File: src/rtl/serial_adder_ctrl.sv
// serial_adder_ctrl: bit-serial adder that reuses one full adder over WIDTH
// clock cycles, LSB first. The carry flip-flop feeds each cycle's carry-out
// back in as the next cycle's carry-in. Operands come in and results go out
// through valid/ready handshakes.

// Single-bit full adder; the only arithmetic element in the datapath.
module full_adder (
  input  logic i_a,
  input  logic i_b,
  input  logic i_cin,
  output logic o_sum,
  output logic o_cout
);

  assign o_sum  = i_a ^ i_b ^ i_cin;
  assign o_cout = (i_a & i_b) | (i_cin & (i_a ^ i_b));

endmodule

module serial_adder_ctrl #(
  parameter int WIDTH = 8
) (
  input  logic             i_clk,
  input  logic             i_rst_n,
  input  logic             i_in_valid,
  output logic             o_in_ready,
  input  logic [WIDTH-1:0] i_a,
  input  logic [WIDTH-1:0] i_b,
  input  logic             i_cin,
  input  logic             i_flush,
  output logic             o_out_valid,
  input  logic             i_out_ready,
  output logic [WIDTH-1:0] o_sum,
  output logic             o_cout,
  output logic             o_overflow,
  output logic             o_busy
);

  // The bit counter only has to reach WIDTH-1 because the last step leaves RUN.
  localparam int CW = $clog2(WIDTH);
  localparam logic [CW-1:0] LAST_BIT = CW'(WIDTH - 1);

  typedef enum logic [1:0] {
    S_IDLE,
    S_RUN,
    S_DONE
  } state_t;

  state_t r_state;
  state_t w_next_state;

  logic [WIDTH-1:0] r_opa;
  logic [WIDTH-1:0] r_opb;
  logic [WIDTH-1:0] r_sum_sr;
  logic [CW-1:0]    r_count;
  logic             r_carry;
  logic             r_prev_carry;

  logic w_fa_sum;
  logic w_fa_carry;
  logic w_accept;
  logic w_step;
  logic w_last;

  // The single shared adder always works on the current LSBs and the stored carry.
  full_adder u_fa (
    .i_a   (r_opa[0]),
    .i_b   (r_opb[0]),
    .i_cin (r_carry),
    .o_sum (w_fa_sum),
    .o_cout(w_fa_carry)
  );

  // flush stops both the accept and the bit steps, so an aborted operation
  // leaves no new datapath state behind.
  assign w_accept = (r_state == S_IDLE) && i_in_valid && !i_flush;
  assign w_step   = (r_state == S_RUN) && !i_flush;
  assign w_last   = w_step && (r_count == LAST_BIT);

  // State register.
  always_ff @(posedge i_clk or negedge i_rst_n) begin
    if (!i_rst_n) begin
      r_state <= S_IDLE;
    end else begin
      r_state <= w_next_state;
    end
  end

  // Next-state and handshake decode. flush overrides every transition.
  always_comb begin
    w_next_state = r_state;
    o_in_ready   = 1'b0;
    o_out_valid  = 1'b0;
    o_busy       = 1'b0;
    case (r_state)
      S_IDLE: begin
        o_in_ready = 1'b1;
        if (w_accept) begin
          w_next_state = S_RUN;
        end
      end
      S_RUN: begin
        o_busy = 1'b1;
        if (w_last) begin
          w_next_state = S_DONE;
        end
      end
      S_DONE: begin
        o_out_valid = 1'b1;
        if (i_out_ready) begin
          w_next_state = S_IDLE;
        end
      end
      default: begin
        w_next_state = S_IDLE;
      end
    endcase
    if (i_flush) begin
      w_next_state = S_IDLE;
    end
  end

  // Serial datapath: load on accept, then shift one bit per RUN cycle.
  // The sum enters at the MSB, so after WIDTH steps it is aligned.
  // The counter holds at WIDTH-1 on the final step instead of wrapping.
  always_ff @(posedge i_clk or negedge i_rst_n) begin
    if (!i_rst_n) begin
      r_opa        <= '0;
      r_opb        <= '0;
      r_sum_sr     <= '0;
      r_count      <= '0;
      r_carry      <= 1'b0;
      r_prev_carry <= 1'b0;
    end else if (w_accept) begin
      r_opa    <= i_a;
      r_opb    <= i_b;
      r_sum_sr <= '0;
      r_count  <= '0;
      r_carry  <= i_cin;
    end else if (w_step) begin
      r_opa    <= {1'b0, r_opa[WIDTH-1:1]};
      r_opb    <= {1'b0, r_opb[WIDTH-1:1]};
      r_sum_sr <= {w_fa_sum, r_sum_sr[WIDTH-1:1]};
      r_carry  <= w_fa_carry;
      if (w_last) begin
        r_prev_carry <= r_carry;
      end else begin
        r_count <= r_count + 1'b1;
      end
    end
  end

  // Signed overflow is the carry into the MSB differing from the carry out of it.
  assign o_sum      = r_sum_sr;
  assign o_cout     = r_carry;
  assign o_overflow = r_prev_carry ^ r_carry;

endmodule

File: config.mk
export PLATFORM = sky130hd
export DESIGN_NAME = serial_adder_ctrl
export DESIGN_NICKNAME = d
export VERILOG_FILES = /design/src/rtl/serial_adder_ctrl.sv
export SDC_FILE = /design/constraint.sdc
export NUM_CORES = 1
export LEC_CHECK = 0
export BUFFER_PORTS_ARGS = -buffer_cell sky130_fd_sc_hd__buf_2
export CAP_MARGIN = 10
export CORE_ASPECT_RATIO = 0.6
export CORE_UTILIZATION = 56
export DETAILED_ROUTE_END_ITERATION = 16
export PLACE_DENSITY = 0.83
export SYNTH_ARGS = -nofsm -noshare
export SYNTH_HDL_FRONTEND = slang
export SYNTH_SLANG_ARGS = --single-unit
File: constraint.sdc
create_clock -name i_clk -period 2.5 [get_ports i_clk]
set_input_delay 0.125 -clock i_clk [delete_from_list [all_inputs] [get_ports i_clk]]
set_output_delay 0.125 -clock i_clk [all_outputs]
set_load 0.005 [all_outputs]
==> impl_metrics.json, run 1 <==
{
  "max_freq_ghz": 0.545,
  "die_height_um": 41.2,
  "post_drt_wl_per_cell_um": 15.4,
  "crit_arrival_ns": 2.00,
  "ys_top_cells_by_area": "dfrtp_1, a22o_1, nand3_2",
  "postSynthAreaPerCell_um2": 11.9,
  "cts-buffers-inserted": 5,
  "finalClockSkew_ns": 0.00482,
  "cap_violations": 0,
  "area_delta_synth_final_pct": 18.0,
  "initial_core_util": 0.626,
  "hpwlAfterDp_um": 2000,
  "syn-cell-area_um2": 1440,
  "routabilityCongestion": 0.741,
  "crit_required_ns": 2.66,
  "post_cts_resized": 0,
  "power_density_nw_per_um2": 772,
  "num_io_pins": 35,
  "clk_pin_slew_ns": 0.06,
  "pre_cts_ws_ns": 0.690,
  "rsz0062_at_grt": "false",
  "hold_viol_final": 0,
  "grt_pass1_wl_um": 4380,
  "vias": 1049,
  "synth.distinct_cells": 24,
  "clk_latency_ns": 0.28,
  "start_kind": "flip-flop",
  "netlist_instances": 121,
  "min_path_type": "input pin to flip-flop",
  "critical_path_class": "flip-flop to flip-flop",
  "endpoint_kind": "flip-flop",
  "fin_crit_sh": 0.734,
  "routed_wl_um": 2890,
  "die_w_um": 67.4,
  "synth_nets": 146,
  "grtUsageTotal": 0.240,
  "row_count": 13,
  "report.final.slew_viol_count": 0,
  "status": "finished clean",
  "yosysMostFrequentCell": "dfrtp_1",
  "critical_path.max_fanout": 11,
  "grt_max_degree": 32,
  "grt_overflow": 0,
  "nNetsFinal": 182,
  "drtIter0Drc": 51,
  "portBuffers": 34,
  "yosys_most_used_dff": "dfrtp_1",
  "ant_nets": 0,
  "ys_async_sr_fraction": 1.00,
  "first_global_vias": 877,
  "hold_slack_ns": 0.0586,
  "finalCriticalPeriod_ns": 1.83,
  "netlist.area_leader.share": 0.540,
  "antenna_found_initial": 0,
  "die_area_um2": 2780,
  "antenna_cells": 0,
  "synth_edf_count": 0,
  "cts-root-buf": "clkbuf_8",
  "yosys-top-cells-count": "dfrtp_1, nand2_1, a22o_1, a22oi_1, nand3_2",
  "final_util": 0.739,
  "postCtsHoldBufs": 1,
  "power.total_w": 0.00131,
  "final-setup-viol-count": 0,
  "max-clock-path-buffers": 2,
  "synth_seq_area_share": 0.540,
  "cts_setup_buffers": 0,
  "clkSinkCount": 31,
  "ys_warn_count": 0,
  "yosysTopAreaCell": "dfrtp_1",
  "worst_slew_pin_slew_ns": 0.711,
  "drt-pass1-iter-count": 4,
  "htreeDepth": 2,
  "fin_setup_tns_ns": 0,
  "core_um2": 2290,
  "worst_slack_ns": 0.666,
  "routed_via_density": 5.58,
  "ir_worst_vdd_v": 0.000496,
  "ys_seq_elements": 31,
  "post-route-drc-count": 0,
  "drive_gt1_frac": 0.361,
  "cts_tree": "done",
  "maxSlewHeadroom": 0.526,
  "p_leak_nw": 0.886
}
-- worst max-delay path, stage by stage (launching register included) --
cell and delay, ns:
dfrtp_1 0.51, nor4b_4 0.70, nor2_1 0.21, mux2_2 0.31
-- area by class of cell --
type / count / area [um2]
Sequential cell: 31 / 776
Multi-Input combinational cell: 80 / 598
Fill cell: 157 / 598
Timing Repair Buffer: 37 / 195
Clock buffer: 7 / 76.3
Tap cell: 30 / 37.5
Inverter: 2 / 7.51
Clock inverter: 1 / 5.00
-- sequential cells by signal (all words and copies together), names as in the netlist --
signal / count
o_cout: 1
o_sum: 8
r_state: 2
r_opb: 8
r_opa: 8
r_count: 3
r_prev_carry: 1
-- per-layer routing --
layer  vias to the layer above  GRT usage  wire length, um
li1                        508          -                -
met1                       507      0.304             1400
met2                        32      0.383             1350
met3                         2     0.0750              121
met4                         0      0.112               17
met5                         -          0                0
-- report_power, final --
group,leakage (nW),switching (W),internal [W]
Sequential,0.400,0.0000816,0.000602
Combinational,0.444,0.000128,0.000129
Clock,0.0422,0.000173,0.000195
Total,0.886,0.000383,0.000926
-- worst paths after layout --
| kind | startpoint | end | slack [ns] | depth (start not counted) |
|---|---|---|---|---|
| worst max-delay path | r_state[1] | r_count[0] | 0.67 | 3 |
| worst min-delay path | i_a[5] | r_opa[5] | 0.06 | 3 |
| worst max register to register | r_state[1] | r_count[0] | 0.67 | 3 |
| worst min register to register | r_opa[5] | r_opa[5] | 0.51 | 2 |
| max in group asynchronous | i_rst_n | o_sum[7] | 1.65 | 2 |
| min in group asynchronous | i_rst_n | r_opb[4] | 0.41 | 2 |
-- cell families after synthesis --
family / share of synthesized area
xor gates and xnor gates: 0.00610
buffers and inverters: 0.0436
and+or+nand+nor: 0.199
DFF: 0.540
AOI/OAI and AO/OA: 0.164
adders and majority gates: 0.0314
muxes: 0.0157
-- layout by cell type (no fill, tap or decap), types with 2 or more instances in the layout --
cell type	count
ha_1	2
dfrtp_1	31
buf_4	2
nand3_2	10
clkbuf_1	2
buf_2	34
a22o_1	12
nor2b_1	2
inv_1	2
nor2_1	7
clkbuf_8	5
nand2_1	16
a22oi_1	12
a21oi_1	8
-- through the flow --
step                      std cells  instance area, um2
after floorplan                 121                1440
after global placement          179                1600
after detailed placement        179                1600
after CTS                       188                1700
after global routing            188                1700
final                           188                1700
(Power assumes the default switching activity.)
==> run 2: changes to the inputs <==
Settings changed: ABC_AREA from default to 1, CORE_UTILIZATION 56 to 49, PLACE_DENSITY 0.83 to 0.75.
Clock period 2.5 ns to 1.5 ns, I/O delays scaled along.
==> run 2 against run 1 <==
  * Register-to-register slack worse by 0.53 ns
  * Sequential share of layout area is 7.7 points lower
  * Core utilization is 13 points lower
  * Synthesized cell count is 47% higher
  * Hold slack worse by 0.029 ns
  * Synthesized area is 21% higher
  * First-iteration DRC count is 27% higher
  * Largest power group unchanged
==> impl_metrics.json, run 2 <==
{
  "post-route-drc-count": 0,
  "routabilityCongestion": 0.803,
  "switching_power_w": 0.000711,
  "r2r_start": "r_count[0]",
  "fin_setup_tns_ns": 0,
  "power_density_nw_per_um2": 1120,
  "start_kind": "flip-flop",
  "rrSetupSlack_ns": 0.14,
  "core_um2": 3320,
  "ir_worst_vdd_v": 0.000607,
  "drtIter0Drc": 65,
  "endpoint_kind": "output port",
  "min_path_type": "input pin to flip-flop",
  "critical_path_class": "flip-flop to output port",
  "clk_pin_slew_ns": 0.06,
  "synth_seq_area_share": 0.445,
  "drive_gt1_frac": 0.419,
  "critical_path.max_fanout": 16,
  "fin_cells": 262,
  "routed_wl_um": 3360,
  "max-clock-path-buffers": 2,
  "netlist.area_leader.share": 0.445,
  "crit_chain": "nor2_4, buf_4, buf_2",
  "switching_share": 0.312,
  "yosysMostFrequentCell": "nand2_1",
  "p_leak_nw": 1.10,
  "portBuffers": 34,
  "finalCriticalPeriod_ns": 1.38,
  "slowest_delay_ns": 0.50,
  "status": "finished clean",
  "hold_slack_ns": 0.0301,
  "yosys-top-cells-count": "nand2_1, nand3_2, dfrtp_1, nand4_1, inv_1",
  "multiInputGateArea_um2": 811,
  "grt_max_degree": 32,
  "netlist_instances": 178,
  "area_delta_synth_final_pct": 16.9,
  "antenna_cells": 0,
  "fin_crit_sh": 0.917,
  "row_count": 16,
  "ys_warn_count": 0,
  "p_clk_frac": 0.270,
  "ys_seq_elements": 31,
  "combPwrFrac": 0.226,
  "nNetsFinal": 241,
  "max_freq_ghz": 0.727,
  "crit_required_ns": 1.42,
  "antenna_found_initial": 0,
  "r2r_end": "r_count[1]",
  "first_global_vias": 1206,
  "cts_setup_buffers": 0,
  "clk_latency_ns": 0.28,
  "final_common_cell": "nand2_1",
  "rsz0062_at_grt": "false",
  "initial_core_util": 0.525,
  "mostFrequentLayoutCells": "nand2_1, nand3_2, buf_2, dfrtp_1, nand4_1",
  "num_io_pins": 35,
  "synth.distinct_cells": 22,
  "clkSinkCount": 31,
  "r2r_cells": 6,
  "p_seq_frac": 0.504,
  "hold_depth": 3,
  "crit_path_start": "r_state[0]",
  "postCtsHoldBufs": 2,
  "final-setup-viol-count": 0,
  "ys_async_sr_fraction": 1.00,
  "die_height_um": 48.2,
  "yosysTopAreaCell": "dfrtp_1",
  "maxSlewHeadroom": 0.544,
  "post_cts_resized": 0,
  "cts_tree": "done",
  "postSynthAreaPerCell_um2": 9.80,
  "min_from": "i_b[7]",
  "ys_top_cells_by_area": "dfrtp_1, nand3_2, nand2_1",
  "cts-root-buf": "clkbuf_8",
  "crit_arrival_ns": 1.30,
  "fill_cells": 309,
  "hold_viol_final": 0,
  "grt_pass1_wl_um": 5480,
  "ant_nets": 0,
  "hold_end": "r_opb[7]",
  "die_w_um": 79.0,
  "synth_edf_count": 0,
  "die_area_um2": 3810,
  "cap_violations": 0,
  "routed_via_density": 5.06,
  "finalClockSkew_ns": 0.00484,
  "htreeDepth": 2,
  "grt_overflow": 0,
  "drt-pass1-iter-count": 4,
  "cts-buffers-inserted": 5,
  "cpMaxStageDelayCell": "dfrtp_1",
  "report.final.slew_viol_count": 0,
  "synth_nets": 203,
  "grtUsageTotal": 0.199,
  "hpwlAfterDp_um": 2390,
  "placedCellCount": 252,
  "vias": 1327,
  "regArea_um2": 776,
  "syn-cell-area_um2": 1740,
  "post_drt_wl_per_cell_um": 12.8,
  "yosys_most_used_dff": "dfrtp_1",
  "worst_slew_pin_slew_ns": 0.684,
  "p_int_w": 0.00157
}
-- run 2: through the flow --
| stage | cell area (um2) | setup WS, ns | utilization | total power, W |
|---|---|---|---|---|
| 2_1_floorplan | 1740 | 0.308 | - | 0.00152 |
| 3_3_place_gp | 1940 | 0.184 | 0.583 | 0.00167 |
| 3_5_place_dp | 1940 | 0.167 | 0.583 | 0.00169 |
| 4_1_cts | 2040 | 0.106 | 0.613 | 0.00231 |
| 5_1_grt | 2040 | 0.0206 | 0.613 | 0.00244 |
| 6_report | 2040 | 0.124 | 0.613 | 0.00228 |
-- run 2: kinds of logic (layout without fill, tap and decap cells) --
family,count (synthesis),in the layout,synth area share
AOI/OAI and AO/OA,4,4,0.0165
xor gates and xnor gates,1,1,0.00502
adders and majority gates,3,3,0.0258
buffers and inverters,26,65,0.0904
DFF,31,31,0.445
and+or+nand+nor,113,113,0.417
-- run 2: critical path, delay by kind of cell, from the launching register on --
kind | cells | cell delay [ns]
buffers and inverters | 2 | 0.36
flip-flops | 1 | 0.50
AND/OR/NAND/NOR | 1 | 0.16
-- run 2: cell type report --
| type | count | share of cell area |
|---|---|---|
| inverter | 13 | 0.0252 |
| clock buffer | 7 | 0.0374 |
| tap | 45 | 0.0276 |
| clock inverter | 1 | 0.00246 |
| timing repair buffer | 44 | 0.129 |
| multi-input combinational | 121 | 0.398 |
| sequential | 31 | 0.381 |
-- run 2: metal layers --
metal | wire length, um | part of all wire | global-route usage | vias to the layer above
met5 | 0 | 0 | 0 | -
met4 | 25 | 0.0074 | 0.0764 | 0
met3 | 114 | 0.034 | 0.0561 | 2
met2 | 1530 | 0.46 | 0.319 | 20
met1 | 1690 | 0.50 | 0.265 | 625
li1 | - | - | - | 680
-- run 2: power groups by stage --
stage,Combinational [W],Sequential (W),Clock (W)
2_1_floorplan,0.000386,0.00113,0
3_3_place_gp,0.000512,0.00116,0
3_5_place_dp,0.000521,0.00117,0
4_1_cts,0.000527,0.00115,0.000636
5_1_grt,0.000591,0.00118,0.000667
6_report,0.000517,0.00115,0.000616
-- run 2: worst max path at each step --
stage / to / slack [ns]
6_report: o_in_ready / 0.12
4_1_cts: o_in_ready / 0.11
2_1_floorplan: r_count[0] / 0.31
5_1_grt: r_count[2] / 0.02
3_5_place_dp: r_count[2] / 0.17
3_3_place_gp: r_count[0] / 0.18
